`src/rtl/accumulator_arbiter_if.sv`:
```
// Requester / accumulator / result-return bundle for accumulator_arbiter.
// The slave view belongs to the arbiter; the master view belongs to its environment.
interface accumulator_arbiter_if #(
   parameter int NUM_REQ    = 4,
   parameter int DATA_WIDTH = 32
);
   localparam int GW = $clog2(NUM_REQ);

   logic [NUM_REQ-1:0]            reqValidIn;
   logic [NUM_REQ-1:0]            reqLastIn;
   logic [NUM_REQ*DATA_WIDTH-1:0] reqDataIn;
   logic [NUM_REQ-1:0]            reqReadyOut;
   logic                          accumValidOut;
   logic                          accumLastOut;
   logic [DATA_WIDTH-1:0]         accumDataOut;
   logic                          accumValidIn;
   logic [DATA_WIDTH-1:0]         accumDataIn;
   logic [NUM_REQ-1:0]            resValidOut;
   logic [DATA_WIDTH-1:0]         resDataOut;
   logic [GW-1:0]                 grantOut;
   logic                          busyOut;

   modport slave (
      input  reqValidIn, reqLastIn, reqDataIn, accumValidIn, accumDataIn,
      output reqReadyOut, accumValidOut, accumLastOut, accumDataOut,
             resValidOut, resDataOut, grantOut, busyOut
   );

   modport master (
      output reqValidIn, reqLastIn, reqDataIn, accumValidIn, accumDataIn,
      input  reqReadyOut, accumValidOut, accumLastOut, accumDataOut,
             resValidOut, resDataOut, grantOut, busyOut
   );
endinterface

```
`src/rtl/accumulator_arbiter.sv`:
```
// Per-packet round-robin arbiter sharing one float accumulator among NUM_REQ requesters.
// Define ACCUM_ARB_TIMEOUT_EN to add a WAIT watchdog that returns qNaN after TIMEOUT_CYCLES.
module accumulator_arbiter #(
   parameter int NUM_REQ        = 4,
   parameter int DATA_WIDTH     = 32,
   parameter int TIMEOUT_CYCLES = 1024
) (
   input  logic                 clkIn,
   input  logic                 rstIn,
   accumulator_arbiter_if.slave bus
);
   localparam int GW = $clog2(NUM_REQ);

   typedef enum logic [1:0] {IDLE, STREAM, WAIT} state_e;

   state_e                state_q, state_d;
   logic [GW-1:0]         grant_q, grant_d;
   logic [GW-1:0]         rr_ptr_q, rr_ptr_d;
   logic                  acc_vld_q, acc_vld_d;
   logic                  acc_last_q, acc_last_d;
   logic [DATA_WIDTH-1:0] acc_data_q, acc_data_d;
   logic [NUM_REQ-1:0]    res_vld_q, res_vld_d;
   logic [DATA_WIDTH-1:0] res_data_q, res_data_d;

   logic [NUM_REQ-1:0]    grant_oh;
   logic [GW-1:0]         rr_next;
   logic                  pick_found;
   logic [GW-1:0]         pick_idx;
   logic [GW-1:0]         idx;
   logic                  timeout_hit;

   assign grant_oh = NUM_REQ'(1) << grant_q;
   assign rr_next  = (grant_q == GW'(NUM_REQ - 1)) ? '0 : grant_q + 1'b1;

   // First requesting index at or after rr_ptr, wrapping upward.
   always_comb begin
      pick_found = 1'b0;
      pick_idx   = '0;
      idx        = '0;
      for (int k = 0; k < NUM_REQ; k++) begin
         idx = GW'((int'(rr_ptr_q) + k) % NUM_REQ);
         if (!pick_found && bus.reqValidIn[idx]) begin
            pick_found = 1'b1;
            pick_idx   = idx;
         end
      end
   end

`ifdef ACCUM_ARB_TIMEOUT_EN
   localparam int CW = $clog2(TIMEOUT_CYCLES + 1);
   logic [CW-1:0] wait_cnt_q, wait_cnt_d;

   always_comb begin
      wait_cnt_d = '0;
      if (state_q == WAIT) wait_cnt_d = wait_cnt_q + 1'b1;
   end

   assign timeout_hit = (state_q == WAIT) && (wait_cnt_q == CW'(TIMEOUT_CYCLES - 1));

   always_ff @(posedge clkIn) begin
      if (rstIn) wait_cnt_q <= '0;
      else       wait_cnt_q <= wait_cnt_d;
   end
`else
   assign timeout_hit = 1'b0;
`endif

   always_comb begin
      state_d    = state_q;
      grant_d    = grant_q;
      rr_ptr_d   = rr_ptr_q;
      acc_vld_d  = 1'b0;
      acc_last_d = 1'b0;
      acc_data_d = '0;
      res_vld_d  = '0;
      res_data_d = res_data_q;
      unique case (state_q)
         IDLE: begin
            if (pick_found) begin
               grant_d = pick_idx;
               state_d = STREAM;
            end
         end
         STREAM: begin
            // ready is one-hot(grant) here, so owner valid alone means a transfer
            if (bus.reqValidIn[grant_q]) begin
               acc_vld_d  = 1'b1;
               acc_last_d = bus.reqLastIn[grant_q];
               acc_data_d = bus.reqDataIn[grant_q*DATA_WIDTH +: DATA_WIDTH];
               if (bus.reqLastIn[grant_q]) state_d = WAIT;
            end
         end
         WAIT: begin
            if (bus.accumValidIn) begin
               res_vld_d  = grant_oh;
               res_data_d = bus.accumDataIn;
               rr_ptr_d   = rr_next;
               state_d    = IDLE;
            end else if (timeout_hit) begin
               res_vld_d  = grant_oh;
               res_data_d = DATA_WIDTH'(32'h7FC0_0000);
               rr_ptr_d   = rr_next;
               state_d    = IDLE;
            end
         end
         default: state_d = IDLE;
      endcase
   end

   always_ff @(posedge clkIn) begin
      if (rstIn) begin
         state_q    <= IDLE;
         grant_q    <= '0;
         rr_ptr_q   <= '0;
         acc_vld_q  <= 1'b0;
         acc_last_q <= 1'b0;
         acc_data_q <= '0;
         res_vld_q  <= '0;
         res_data_q <= '0;
      end else begin
         state_q    <= state_d;
         grant_q    <= grant_d;
         rr_ptr_q   <= rr_ptr_d;
         acc_vld_q  <= acc_vld_d;
         acc_last_q <= acc_last_d;
         acc_data_q <= acc_data_d;
         res_vld_q  <= res_vld_d;
         res_data_q <= res_data_d;
      end
   end

   assign bus.reqReadyOut   = (state_q == STREAM) ? grant_oh : '0;
   assign bus.accumValidOut = acc_vld_q;
   assign bus.accumLastOut  = acc_last_q;
   assign bus.accumDataOut  = acc_data_q;
   assign bus.resValidOut   = res_vld_q;
   assign bus.resDataOut    = res_data_q;
   assign bus.grantOut      = grant_q;
   assign bus.busyOut       = (state_q != IDLE);
endmodule

```
`src/flat_wrapper.sv`:
```
// flat-port wrapper written by rule: the top's interface ports become plain ports
module accumulator_arbiter_flat 
#(
   parameter int NUM_REQ        = 4,
   parameter int DATA_WIDTH     = 32,
   parameter int TIMEOUT_CYCLES = 1024
)
  (clkIn, rstIn, bus_reqValidIn, bus_reqLastIn, bus_reqDataIn, bus_accumValidIn, bus_accumDataIn, bus_reqReadyOut, bus_accumValidOut, bus_accumLastOut, bus_accumDataOut, bus_resValidOut, bus_resDataOut, bus_grantOut, bus_busyOut);
  accumulator_arbiter_if #(.NUM_REQ(NUM_REQ), .DATA_WIDTH(DATA_WIDTH)) bus_i ();
  input  logic clkIn;
  input  logic rstIn;
  input wire logic [$bits(bus_i.reqValidIn)-1:0] bus_reqValidIn;
  input wire logic [$bits(bus_i.reqLastIn)-1:0] bus_reqLastIn;
  input wire logic [$bits(bus_i.reqDataIn)-1:0] bus_reqDataIn;
  input wire logic [$bits(bus_i.accumValidIn)-1:0] bus_accumValidIn;
  input wire logic [$bits(bus_i.accumDataIn)-1:0] bus_accumDataIn;
  output wire logic [$bits(bus_i.reqReadyOut)-1:0] bus_reqReadyOut;
  output wire logic [$bits(bus_i.accumValidOut)-1:0] bus_accumValidOut;
  output wire logic [$bits(bus_i.accumLastOut)-1:0] bus_accumLastOut;
  output wire logic [$bits(bus_i.accumDataOut)-1:0] bus_accumDataOut;
  output wire logic [$bits(bus_i.resValidOut)-1:0] bus_resValidOut;
  output wire logic [$bits(bus_i.resDataOut)-1:0] bus_resDataOut;
  output wire logic [$bits(bus_i.grantOut)-1:0] bus_grantOut;
  output wire logic [$bits(bus_i.busyOut)-1:0] bus_busyOut;
  assign bus_i.reqValidIn = bus_reqValidIn;
  assign bus_i.reqLastIn = bus_reqLastIn;
  assign bus_i.reqDataIn = bus_reqDataIn;
  assign bus_i.accumValidIn = bus_accumValidIn;
  assign bus_i.accumDataIn = bus_accumDataIn;
  assign bus_reqReadyOut = bus_i.reqReadyOut;
  assign bus_accumValidOut = bus_i.accumValidOut;
  assign bus_accumLastOut = bus_i.accumLastOut;
  assign bus_accumDataOut = bus_i.accumDataOut;
  assign bus_resValidOut = bus_i.resValidOut;
  assign bus_resDataOut = bus_i.resDataOut;
  assign bus_grantOut = bus_i.grantOut;
  assign bus_busyOut = bus_i.busyOut;
  accumulator_arbiter #(.NUM_REQ(NUM_REQ), .DATA_WIDTH(DATA_WIDTH), .TIMEOUT_CYCLES(TIMEOUT_CYCLES)) u_core (.clkIn(clkIn), .rstIn(rstIn), .bus(bus_i));
endmodule
```
`config.mk`:
```
export PLATFORM = sky130hd
export DESIGN_NAME = accumulator_arbiter_flat
export DESIGN_NICKNAME = d
export VERILOG_FILES = /design/src/rtl/accumulator_arbiter_if.sv /design/src/rtl/accumulator_arbiter.sv /design/src/flat_wrapper.sv
export SDC_FILE = /design/constraint.sdc
export NUM_CORES = 1
export LEC_CHECK = 0
export CORE_ASPECT_RATIO = 2
export CORE_MARGIN = 5
export CORE_UTILIZATION = 37
export DETAILED_ROUTE_END_ITERATION = 8
export HOLD_SLACK_MARGIN = 0.08
export PLACE_DENSITY = 0.93
export SYNTH_ARGS = -nofsm -noshare
export SYNTH_HDL_FRONTEND = slang
export SYNTH_SLANG_ARGS = --single-unit
```
`constraint.sdc`:
```
create_clock -name clkIn -period 2.7 [get_ports clkIn]
set_input_delay 0.405 -clock clkIn [delete_from_list [all_inputs] [get_ports clkIn]]
set_output_delay 0.405 -clock clkIn [all_outputs]
set_load 0.03 [all_outputs]
```
=== Yosys cells after proc, flatten, opt, wreduce, memory -nomap -nowiden ===
Cells that the tools add are included.

* Flip-flop bits (word level): 76
* Input port bits: 171
* Output and inout bits: 77
* Logic and storage cells: 72

* Shifts and indexed selects: 2
* Reductions and logical operators: 14
* Mux-type cells: 28
* $lt $le $gt $ge: 5
* Bitwise operators: 4
* Add/subtract/negate cells: 4
* Equal/unequal tests: 7

{| class="wikitable"
|+ Operators by type and width
! cell !! count
|-
| 128-bit by 8-bit indexed part select with 32-bit output || 1
|-
| 2-bit 2-to-1 mux || 9
|-
| 2-bit by 3-bit < comparator with 1-bit output (second input constant) || 5
|-
| 1-bit binary-select mux with 2-bit select || 6
|-
| 1-bit 2-to-1 mux || 11
|-
| 2-bit by 1-bit inequality test with 1-bit output (second input constant) || 3
|-
| 2-bit case mux with 3 select lines || 1
|-
| 3-bit OR reduction || 2
|-
| 2-bit by 1-bit adder with 2-bit output (second input constant) || 2
|-
| 2-bit adder (second input constant) || 2
|-
| 2-bit equality test (second input constant) || 2
|-
| 4-bit 2-to-1 mux || 1
|-
| 1-bit NOT || 4
|-
| 2-bit AND reduction || 2
|-
| 4-bit AND reduction || 1
|-
| 1-bit by 2-bit left shift with 4-bit output (first input constant) || 1
|-
| 1-bit logical AND || 3
|-
| 1-bit zero test || 3
|-
| 2-bit by 1-bit equality test with 1-bit output (second input constant) || 1
|-
| 2-bit zero test || 1
|-
| 2-bit inequality test (second input constant) || 1
|-
| 2-bit nonzero test || 1
|-
| 2-bit OR reduction || 1
|}

=== Depth between registers and ports, before layout ===
* Word-level depth: 14
* Mapped depth: 6
* Mapped depth without buffers: 4

=== Worst setup path after synthesis ===
No wires, ideal clock.

* Path kind: register -> output
* From: reg u_core.grant_q[1] (netlist: u_core.bus.grantOut[1])
* To: out bus_reqReadyOut[0]
* Stages on the path, launching flop included: 6
* Path slack: 0.830 ns
* Arrival: 1.465 ns
* Path buffers: 2
* Required time: 2.295 ns
* Cells stage by stage: dfxtp_1 buf_2 buf_2 inv_1 ha_1 and2_1

* Longest elaborated chain between the ends: 2

{| class="wikitable"
|+ Ends and longest elaborated chain
! what !! line !! text
|-
| from (decl) || accumulator_arbiter.sv:17 || <nowiki>logic [GW-1:0] grant_q, grant_d;</nowiki>
|-
| from (signal assigned) || accumulator_arbiter.sv:122 || <nowiki>grant_q <= grant_d;</nowiki>
|-
| 1-bit by 2-bit left shift with 4-bit output || accumulator_arbiter.sv:32 || <nowiki>assign grant_oh = NUM_REQ'(1) << grant_q;</nowiki>
|-
| via u_core.grant_oh[0] || accumulator_arbiter.sv:25 || <nowiki>logic [NUM_REQ-1:0] grant_oh;</nowiki>
|-
| 4-bit 2-to-1 mux || accumulator_arbiter.sv:132 || <nowiki>assign bus.reqReadyOut = (state_q == STREAM) ? grant_oh : '0;</nowiki>
|-
| to (decl) || flat_wrapper.sv:17 || <nowiki>output wire logic [$bits(bus_i.reqReadyOut)-1:0] bus_reqReadyOut;</nowiki>
|}

The timed path passes the listed nets, and every way through them passes these cells.

=== Final worst setup path ===
* From: reg u_core.state_q[0]
* To: out bus_reqReadyOut[0]

* Longest elaborated chain between the ends: 2

{| class="wikitable"
|+ Ends and longest elaborated chain
! what !! line !! text
|-
| from (decl) || accumulator_arbiter.sv:16 || <nowiki>state_e state_q, state_d;</nowiki>
|-
| from (signal assigned) || accumulator_arbiter.sv:121 || <nowiki>state_q <= state_d;</nowiki>
|-
| 2-bit by 1-bit equality test with 1-bit output || accumulator_arbiter.sv:132 ||
|-
| 4-bit 2-to-1 mux || accumulator_arbiter.sv:132 ||
|}

No other way between the ends.

==> run_results.csv <==
group,metric,value,unit
yosys,yosys_warnings,0,
die,fp.dieH,146,um
worst_setup_path,cp-end-kind,"output port",
yosys,syn_nets,497,
clocking,clk_latency,0.32,ns
worst_setup_path,startpoint_type,"flip-flop",
placed_design,dp.cells,653,
sta,maxSlewViolCount,0,
sta,report.final.hold_viol_count,0,
finish,final_cell_area,6180,sq um
sta,timing.setup.tns,0,ns
grt,antenna_found_initial,3,
routing,drcViolationCount,0,
grt,grt_pass1_wl,20100,um
finish,area_delta_synth_final,81.1,%
placed_design,placed_area,5920,sq um
sta,fmax,404,MHz
die,fp.dieW,77.9,um
die,core,9010,sq um
finish,ff_latch_area,1520,sq um
yosys,yosysUniqueCellTypes,32,
clocking,cts_tree,"built",
hold_path,hold_class,"flip-flop to flip-flop",
worst_setup_path,critical_path.max_fanout,5,
clocking,htree_num_levels,3,
routing,routed_via_density,5.15,
hold_path,holdPathEnd,"u_core.bus.resDataOut[9]",
finish,n_fill_cell,643,
routing,drtIter0Drc,149,
yosys,synthDominantAreaCellType,"dfxtp_1",
grt,grt_use_total,23.2,%
yosys,synth_cells,322,
finish,stdcell_count,671,
worst_setup_path,critPathLaunch,"u_core.state_q[0]",
clocking,cts_root_buf,"clkbuf_16",
yosys,yosysMostFrequentCell,"dfxtp_1",
finish,drive_above_1_share,10.6,%
yosys,synth_top_area_share,44.6,%
worst_setup_path,ff2ff_path_depth,6,
power_and_ir_drop,peakVddDrop,0.000347,V
power_and_ir_drop,leakage,2.17,nW
yosys,ys_seq_area_share,44.6,%
routing,num_vias,3456,
sta,worst_clock_skew,0.00468,ns
placed_design,place_hpwl,11100,um
clocking,ctsResizeCount,0,
worst_setup_path,reg2reg_slack,0.59,ns
worst_setup_path,arrival,2.07,ns
routing,dr.pass1.iters,4,
routing,final_antenna_net_count,0,
routing,wl_per_cell,20.3,um
yosys,synth_edf_count,0,
worst_setup_path,timing.rr.end,"u_core.state_q[1]",
clocking,cts_hold_buf,0,
hold_path,min_from,"u_core.bus.resDataOut[9]",
die,die_area,11400,sq um
yosys,netlist_area,3410,sq um
sta,setup_viol,0,
clocking,cts_sinks,76,
routing,routed_wl,13600,um
yosys,synth_flop_cell,"dfxtp_1",
sta,timing.final.crit_share,91.7,%
yosys,synth_common_cells,"dfxtp_1 (76), nand2_1 (68), a21oi_1 (37)",
hold_path,min_path_cells,2,
clocking,clk_pin_slew,0.06,ns
grt,grt_overflow,0,
placed_design,gp_congestion,0.822,
clocking,cts_made_buffers,9,
job,drv_cap,0,
outcome,status,"finished, final reports clean",
sta,grt_setup_unrepaired,"false",
grt,grt_pass1_vias,3613,
finish,multi_input_comb_area,1730,sq um
sta,maxSlewHeadroom,56.7,%
worst_setup_path,crit_type,"flip-flop to output port",
die,io_pins,248,
placed_design,port-buffer-count,247,
yosys,synth_area_leaders,"dfxtp_1 (45%), mux4_2 (22%), nand2_1 (7.5%), nor2b_1 (6.2%), a21oi_1 (5.4%)",
sta,worstMarginPinSlew,0.648,ns
clocking,cts_setup_buffers,0,
grt,grt_max_degree,41,
yosys,avgSynthCellArea,10.6,sq um
die,initial_core_util,37.9,%
sta,post-route-min-period,2.48,ns
finish,final_nets,737,
die,num_rows,49,
worst_setup_path,required,2.30,ns
clocking,clock_path_buffers,2,
worst_setup_path,worstReg2RegStart,"u_core.bus.grantOut[0]",
power_and_ir_drop,p_per_area,481,nW/um^2
yosys,yosys_register_bits,76,
yosys,async_reset_ff_share,0,%
==> how the worst max path moves through the flow <==
| stage | to | slack [ns] | depth (start not counted) |
|---|---|---|---|
| 6_report | bus_reqReadyOut[0] | 0.22 | 4 |
| 2_1_floorplan | bus_reqReadyOut[0] | 0.83 | 5 |
| 3_5_place_dp | u_core.state_q[1] | 0.53 | 6 |
| 5_1_grt | bus_reqReadyOut[0] | 0.12 | 4 |
| 4_1_cts | bus_reqReadyOut[0] | 0.20 | 4 |
| 3_3_place_gp | u_core.state_q[1] | 0.60 | 6 |
==> metrics by stage <==
step	setup slack (ns)	hold slack, ns	power [W]	util [%]
2_1_floorplan	0.830	0.491	0.00157	-
3_3_place_gp	0.596	0.443	0.00193	65.7
3_5_place_dp	0.528	0.447	0.00196	65.7
4_1_cts	0.202	0.453	0.00300	68.5
5_1_grt	0.122	0.470	0.00309	68.6
6_report	0.224	0.452	0.00297	68.6
==> layer usage <==
layer  wire, um  track usage (%)  vias up  share of wire (%)
met5          0                0        -                  0
met4        597             11.7        0                4.4
met3       1520             10.1       33                 11
met2       7350             42.1      204                 54
met1       4160             21.2     1616                 31
li1           -                -     1603                  -
==> cells by family (layout without fill, tap and decap cells) <==
logic type | after synthesis | count (layout) | share of synthesized area, %
AOI/OAI and AO/OA | 46 | 46 | 7.26
adders and majority gates | 4 | 4 | 1.47
buffers and inverters | 29 | 273 | 4.73
DFF | 76 | 76 | 44.6
muxes | 35 | 35 | 22.4
other | 0 | 3 | 0
and+or+nand+nor | 132 | 132 | 19.6
==> worst max-delay path, cell delays in order (launching register included) <==
cell             delay, ns
dfxtp_1               0.38
inv_1                 0.10
nor2_1                0.37
and2_1                0.20
clkdlybuf4s50_1       0.69
==> sequential cells by signal (all words and copies together) (netlist names) <==
signal / cells
u_core.bus.accumDataOut: 32
u_core.bus.grantOut: 2
u_core.rr_ptr_q: 2
u_core.bus.accumLastOut: 1
u_core.bus.accumValidOut: 1
u_core.bus.resDataOut: 32
u_core.state_q: 2
u_core.bus.resValidOut: 4
==> layout by cell type, fill, tap and decap left out, types with 5 or more instances in the layout <==
| cell | instances |
|---|---|
| inv_1 | 5 |
| nand2_1 | 68 |
| nor2_1 | 8 |
| clkbuf_16 | 9 |
| a21oi_1 | 37 |
| mux4_2 | 33 |
| nor2b_1 | 34 |
| dfxtp_1 | 74 |
| clkdlybuf4s50_1 | 247 |
| buf_4 | 6 |
| clkinv_2 | 5 |
==> where the power goes <==
| part | internal [W] | switching [W] | total (W) |
|---|---|---|---|
| Combinational | 0.000451 | 0.000290 | 0.000741 |
| Sequential | 0.00116 | 0.0000312 | 0.00120 |
| Clock | 0.000607 | 0.000429 | 0.00104 |
==> cell type report <==
class / instances / share of cell area (%)
repair buffers: 253 / 40.7
clock buffers: 9 / 3.64
well taps: 102 / 2.06
clock inverters: 6 / 0.526
multi-input cells: 217 / 28.0
diodes: 3 / 0.121
inverters: 5 / 0.303
flip-flops and latches: 76 / 24.6
No activity file was read; power rests on OpenSTA's default activity.
